### src/rtl/atm_pkg.sv
// Shared types for the ATM bank responder: request kinds, result codes, FSM states.
package atm_pkg;
   localparam int CODE_W = 3;

   typedef enum logic {
      PIN_CHECK = 1'b0,
      WITHDRAW  = 1'b1
   } req_type_e;

   typedef enum logic [CODE_W-1:0] {
      OK      = 3'd0,
      BAD_PIN = 3'd1,
      LOCKED  = 3'd2,
      NSF     = 3'd3,
      NO_AUTH = 3'd4,
      BAD_REQ = 3'd5
   } resp_code_e;

   typedef enum logic {
      IDLE = 1'b0,
      BUSY = 1'b1
   } bank_state_e;
endpackage

### src/rtl/atm_bank_responder.sv
// Single-account responder: PIN verify and withdraw with fixed LAT-cycle latency,
// session authorisation, and lockout after MAX_TRIES consecutive bad PINs.
module atm_bank_responder
   import atm_pkg::*;
#(
   parameter int                 PIN_W      = 16,
   parameter int                 BAL_W      = 16,
   parameter logic [PIN_W-1:0]   STORED_PIN = 16'h1234,
   parameter int                 INIT_BAL   = 1000,
   parameter int                 MAX_TRIES  = 3,
   parameter int                 LAT        = 2
) (
   input  logic              clk,
   input  logic              rst,
   input  logic              session_start,
   input  logic              session_end,
   input  logic              req_valid,
   output logic              req_ready,
   input  logic              req_type,
   input  logic [PIN_W-1:0]  req_pin,
   input  logic [BAL_W-1:0]  req_amount,
   output logic              resp_valid,
   output logic [CODE_W-1:0] resp_code,
   output logic [BAL_W-1:0]  balance,
   output logic              authed,
   output logic              locked
);
   localparam int CNT_W  = 4;
   localparam int FAIL_W = 3;

   bank_state_e      state;
   logic [CNT_W-1:0] cnt;
   req_type_e        cap_type;
   logic [PIN_W-1:0] cap_pin;
   logic [BAL_W-1:0] cap_amt;
   logic [FAIL_W-1:0] fail_cnt;

   logic       sess_clr;
   logic       auth_eff;
   logic       pin_match;
   logic [FAIL_W-1:0] fail_next;
   resp_code_e eval_code;

   assign req_ready = (state == IDLE);
   assign sess_clr  = session_start | session_end;
   // A session edge in the evaluation cycle must already count as de-authorised.
   assign auth_eff  = authed & ~sess_clr;
   assign pin_match = (cap_pin == STORED_PIN);
   assign fail_next = fail_cnt + 1'b1;

   always_comb begin
      eval_code = OK;
      if (locked) begin
         eval_code = LOCKED;
      end else if (cap_type == PIN_CHECK) begin
         eval_code = pin_match ? OK : BAD_PIN;
      end else if (!auth_eff) begin
         eval_code = NO_AUTH;
      end else if (cap_amt == '0) begin
         eval_code = BAD_REQ;
      end else if (cap_amt > balance) begin
         eval_code = NSF;
      end else begin
         eval_code = OK;
      end
   end

   always_ff @(posedge clk or posedge rst) begin
      if (rst) begin
         state      <= IDLE;
         cnt        <= '0;
         cap_type   <= PIN_CHECK;
         cap_pin    <= '0;
         cap_amt    <= '0;
         fail_cnt   <= '0;
         balance    <= BAL_W'(INIT_BAL);
         authed     <= 1'b0;
         locked     <= 1'b0;
         resp_valid <= 1'b0;
         resp_code  <= OK;
      end else begin
         resp_valid <= 1'b0;
         if (sess_clr) begin
            authed <= 1'b0;
         end
         case (state)
            IDLE: begin
               if (req_valid) begin
                  cap_type <= req_type_e'(req_type);
                  cap_pin  <= req_pin;
                  cap_amt  <= req_amount;
                  cnt      <= CNT_W'(LAT - 1);
                  state    <= BUSY;
               end
            end
            BUSY: begin
               if (cnt != '0) begin
                  cnt <= cnt - 1'b1;
               end else begin
                  resp_valid <= 1'b1;
                  resp_code  <= eval_code;
                  state      <= IDLE;
                  if (!locked) begin
                     if (cap_type == PIN_CHECK) begin
                        if (pin_match) begin
                           fail_cnt <= '0;
                           if (!sess_clr) begin
                              authed <= 1'b1;
                           end
                        end else begin
                           if (fail_cnt < FAIL_W'(MAX_TRIES)) begin
                              fail_cnt <= fail_next;
                           end
                           if (fail_next >= FAIL_W'(MAX_TRIES)) begin
                              locked <= 1'b1;
                              authed <= 1'b0;
                           end
                        end
                     end else if (eval_code == OK) begin
                        // amount <= balance here, so the subtraction cannot wrap.
                        balance <= balance - cap_amt;
                        authed  <= 1'b0;
                     end
                  end
               end
            end
            default: state <= IDLE;
         endcase
      end
   end
endmodule

### config.mk
export PLATFORM = sky130hd
export DESIGN_NAME = atm_bank_responder
export DESIGN_NICKNAME = d
export VERILOG_FILES = /design/src/rtl/atm_pkg.sv /design/src/rtl/atm_bank_responder.sv
export SDC_FILE = /design/constraint.sdc
export NUM_CORES = 1
export LEC_CHECK = 0
export ABC_AREA = 0
export BUFFER_PORTS_ARGS = -buffer_cell sky130_fd_sc_hd__buf_2
export CAP_MARGIN = 0
export CORE_MARGIN = 4
export CORE_UTILIZATION = 50
export DETAILED_ROUTE_END_ITERATION = 16
export PLACE_DENSITY = 0.72
export SYNTH_ARGS = -nofsm -noshare
export SYNTH_HDL_FRONTEND = slang
export SYNTH_SLANG_ARGS = --single-unit
### constraint.sdc
create_clock -name clk -period 3.02 [get_ports clk]
set_input_delay 0.604 -clock clk [delete_from_list [all_inputs] [get_ports clk]]
set_output_delay 0.604 -clock clk [all_outputs]
set_load 0.01 [all_outputs]
==> results_dict.tcl <==
set metrics [dict create \
    status "completed" \
    finalSetupViolCount 0 \
    grt_usage_pct 19.7 \
    dp_hpwl_um 5750 \
    dieWidth_um 91.6 \
    wl_per_cell_um 14.2 \
    grt_pass1_vias 2877 \
    route.detailed.drc 0 \
    syn_nets 436 \
    row_count 30 \
    period_share_pct 92.0 \
    grt_pass1_wl_um 13300 \
    worst_skew_pair.late_latency_ns 0.34 \
    start_util_pct 51.4 \
    regArea_mm2 0.00158 \
    whs_ns 0.304 \
    gp_congestion 0.840 \
    layout.cells.non_filler 544 \
    yosys_warnings 0 \
    viasPerCell 5.26 \
    maxSlewViolCount 0 \
    final.min_clock_period_ns 2.78 \
    h-tree-depth 3 \
    p_per_area_mw_per_mm2 819 \
    synth_cell_type_count 60 \
    synth_area_mm2 0.00349 \
    clk_pin_slew_ns 0.07 \
    routed_wl_um 7750 \
    synth.most_common_cell "nand2_1" \
    syn_avg_cell_area_um2 9.24 \
    dpl_cell_area_mm2 0.00390 \
    rsz0062_at_grt "false" \
    area_growth_pct 16.6 \
    cts_root_buffer "clkbuf_8" \
    required_ns 3.24 \
    clock_sinks 63 \
    cts.path.max_buffers 2 \
    drtIter0Drc 117 \
    cts_setup_buffers 0 \
    tightest_slew_ns 0.703 \
    multiInputGateArea_mm2 0.00174 \
    peakVddDrop_v 0.000372 \
    min_path_type "in2async" \
    nets 501 \
    cts_resized 0 \
    synth_common_cells "88 x nand2_1, 57 x dfrtp_1, 30 x inv_1, 30 x o21ai_0, 20 x nor2_1" \
    synth_edf_count 0 \
    cts_buffers 9 \
    clock_skew_ns 0.0108 \
    grt_max_degree 28 \
    hold_viol 0 \
    arrival_ns 3.00 \
    cts_hold_buf 0 \
    crit_type "reg2reg" \
    start_kind "flop" \
    fin_area_mm2 0.00408 \
    crit_fanout 9 \
    fin_setup_tns_ns 0 \
    dp.cells 528 \
    diodes 0 \
    cts_tree "built" \
    seq_area_frac_synth_pct 45.3 \
    ant_nets 0 \
    synthesis.instances 378 \
    fill_cells 589 \
    synth_area_leaders "dfrtp_1 41%, nand2_1 9.5%, ha_1 6.8%" \
    io_buffers 60 \
    synth_top_cell_by_area "dfrtp_1" \
    synth_top_area_share_pct 40.8 \
    die_area_mm2 0.00839 \
    die_h_um 91.6 \
    slew-limit-headroom_pct 52.7 \
    synth-main-ff-cell "dfrtp_1" \
    dr.pass1.iters 4 \
    max_clock_freq_ghz 0.360 \
    antenna_found_initial 0 \
    endpoint_kind "flop" \
    drive_above_1_share_pct 22.5 \
    maxCapViolations 0 \
    io_pins 61 \
    vias 2862 \
    core_mm2 0.00679 \
    final_util_pct 60.0 \
    p_leak_uw 0.00208 \
    synth_seq_cells 63 \
    grt-ovfl-total 0 \
    async_reset_ff_share_pct 100 \
]
## logic make-up (layout without fill, tap and decap cells)
family | Yosys count | count (layout) | share of synthesized area [%]
XOR/XNOR | 11 | 11 | 2.76
AND/OR/NAND/NOR | 145 | 145 | 18.8
adder cells (fa/ha/maj) | 20 | 20 | 7.38
multiplexers | 14 | 14 | 5.19
buffers and inverters | 42 | 112 | 5.16
flip-flops | 63 | 63 | 45.3
AO/OA/AOI/OAI | 83 | 83 | 15.4
## final timing paths
| path | startpoint | endpoint | slack [ns] | cells after the start |
|---|---|---|---|---|
| min reg2reg | cap_pin[7] | cap_pin[7] | 0.47 | 2 |
| min | rst | cap_pin[9] | 0.30 | 2 |
| max | balance[0] | balance[4] | 0.24 | 10 |
| max reg2reg | balance[0] | balance[4] | 0.24 | 10 |
| min in group clk | req_pin[9] | cap_pin[9] | 0.45 | 3 |
| max in group asynchronous | rst | balance[9] | 1.95 | 3 |
## layout by cell type, fill, tap and decap left out, drive strengths merged, types with 3 or more instances in the layout
cell type / Yosys / layout
nor3: 6 / 6
buf: 3 / 66
xor2: 6 / 6
o21ai: 32 / 32
dfrtp: 57 / 57
clkbuf: 9 / 13
nand3: 4 / 4
a31oi: 3 / 3
xnor2: 5 / 5
o211ai: 4 / 4
a21oi: 12 / 12
ha: 19 / 19
nand2: 88 / 88
o31ai: 3 / 3
nor4: 4 / 4
nor2b: 3 / 3
a211oi: 3 / 3
inv: 30 / 30
nor2: 20 / 20
nand2b: 3 / 3
o21a: 4 / 4
a21o: 5 / 5
dfstp: 6 / 6
mux2: 12 / 12
## through the flow
stage,power [uW],setup slack (ns)
after floorplan,2340,0.345
after global placement,2630,0.346
after detailed placement,2680,0.257
after CTS,3360,0.244
after global routing,3620,0.123
final,3340,0.241
## report_power, final
part | switching, uW | internal [uW] | leakage [uW] | total (uW)
clock | 324 | 341 | 0.0000894 | 664
combinational | 783 | 546 | 0.00122 | 1330
sequential | 211 | 1140 | 0.000767 | 1350
## registers in the layout, summed over array words and instances, names as in the netlist
| register | cells |
|---|---|
| authed | 1 |
| cnt | 4 |
| resp_valid | 1 |
| cap_type | 1 |
| cap_amt | 16 |
| state | 1 |
| resp_code | 3 |
| locked | 1 |
| balance | 16 |
| cap_pin | 16 |
| fail_cnt | 3 |
## worst max-delay path, stage by stage (launching register included)
cell and delay [ns]:
dfrtp_1 0.34, inv_1 0.06, ha_1 0.22, fa_1 0.40, nand2b_1 0.18, a21o_1 0.18, a31o_2 0.24, o21ai_2 0.25
and3b_1 0.23, buf_4 0.21, mux2_1 0.34
## layout make-up
cell class	count	area share [%]
Clock inverter	3	0.430
Tap cell	96	2.95
Timing Repair Buffer	66	8.47
Multi-Input combinational cell	273	42.6
Clock buffer	13	3.90
Inverter	30	2.76
Sequential cell	63	38.9
## metal layers
metal / up-vias / share of wire, % / track usage [%]
li1: 1436 / - / -
met1: 1338 / 49 / 28.3
met2: 77 / 44 / 29.0
met3: 11 / 4.8 / 4.14
met4: 0 / 1.8 / 7.91
met5: - / 0 / 0
Note: power is estimated with default switching activity, not from simulation.
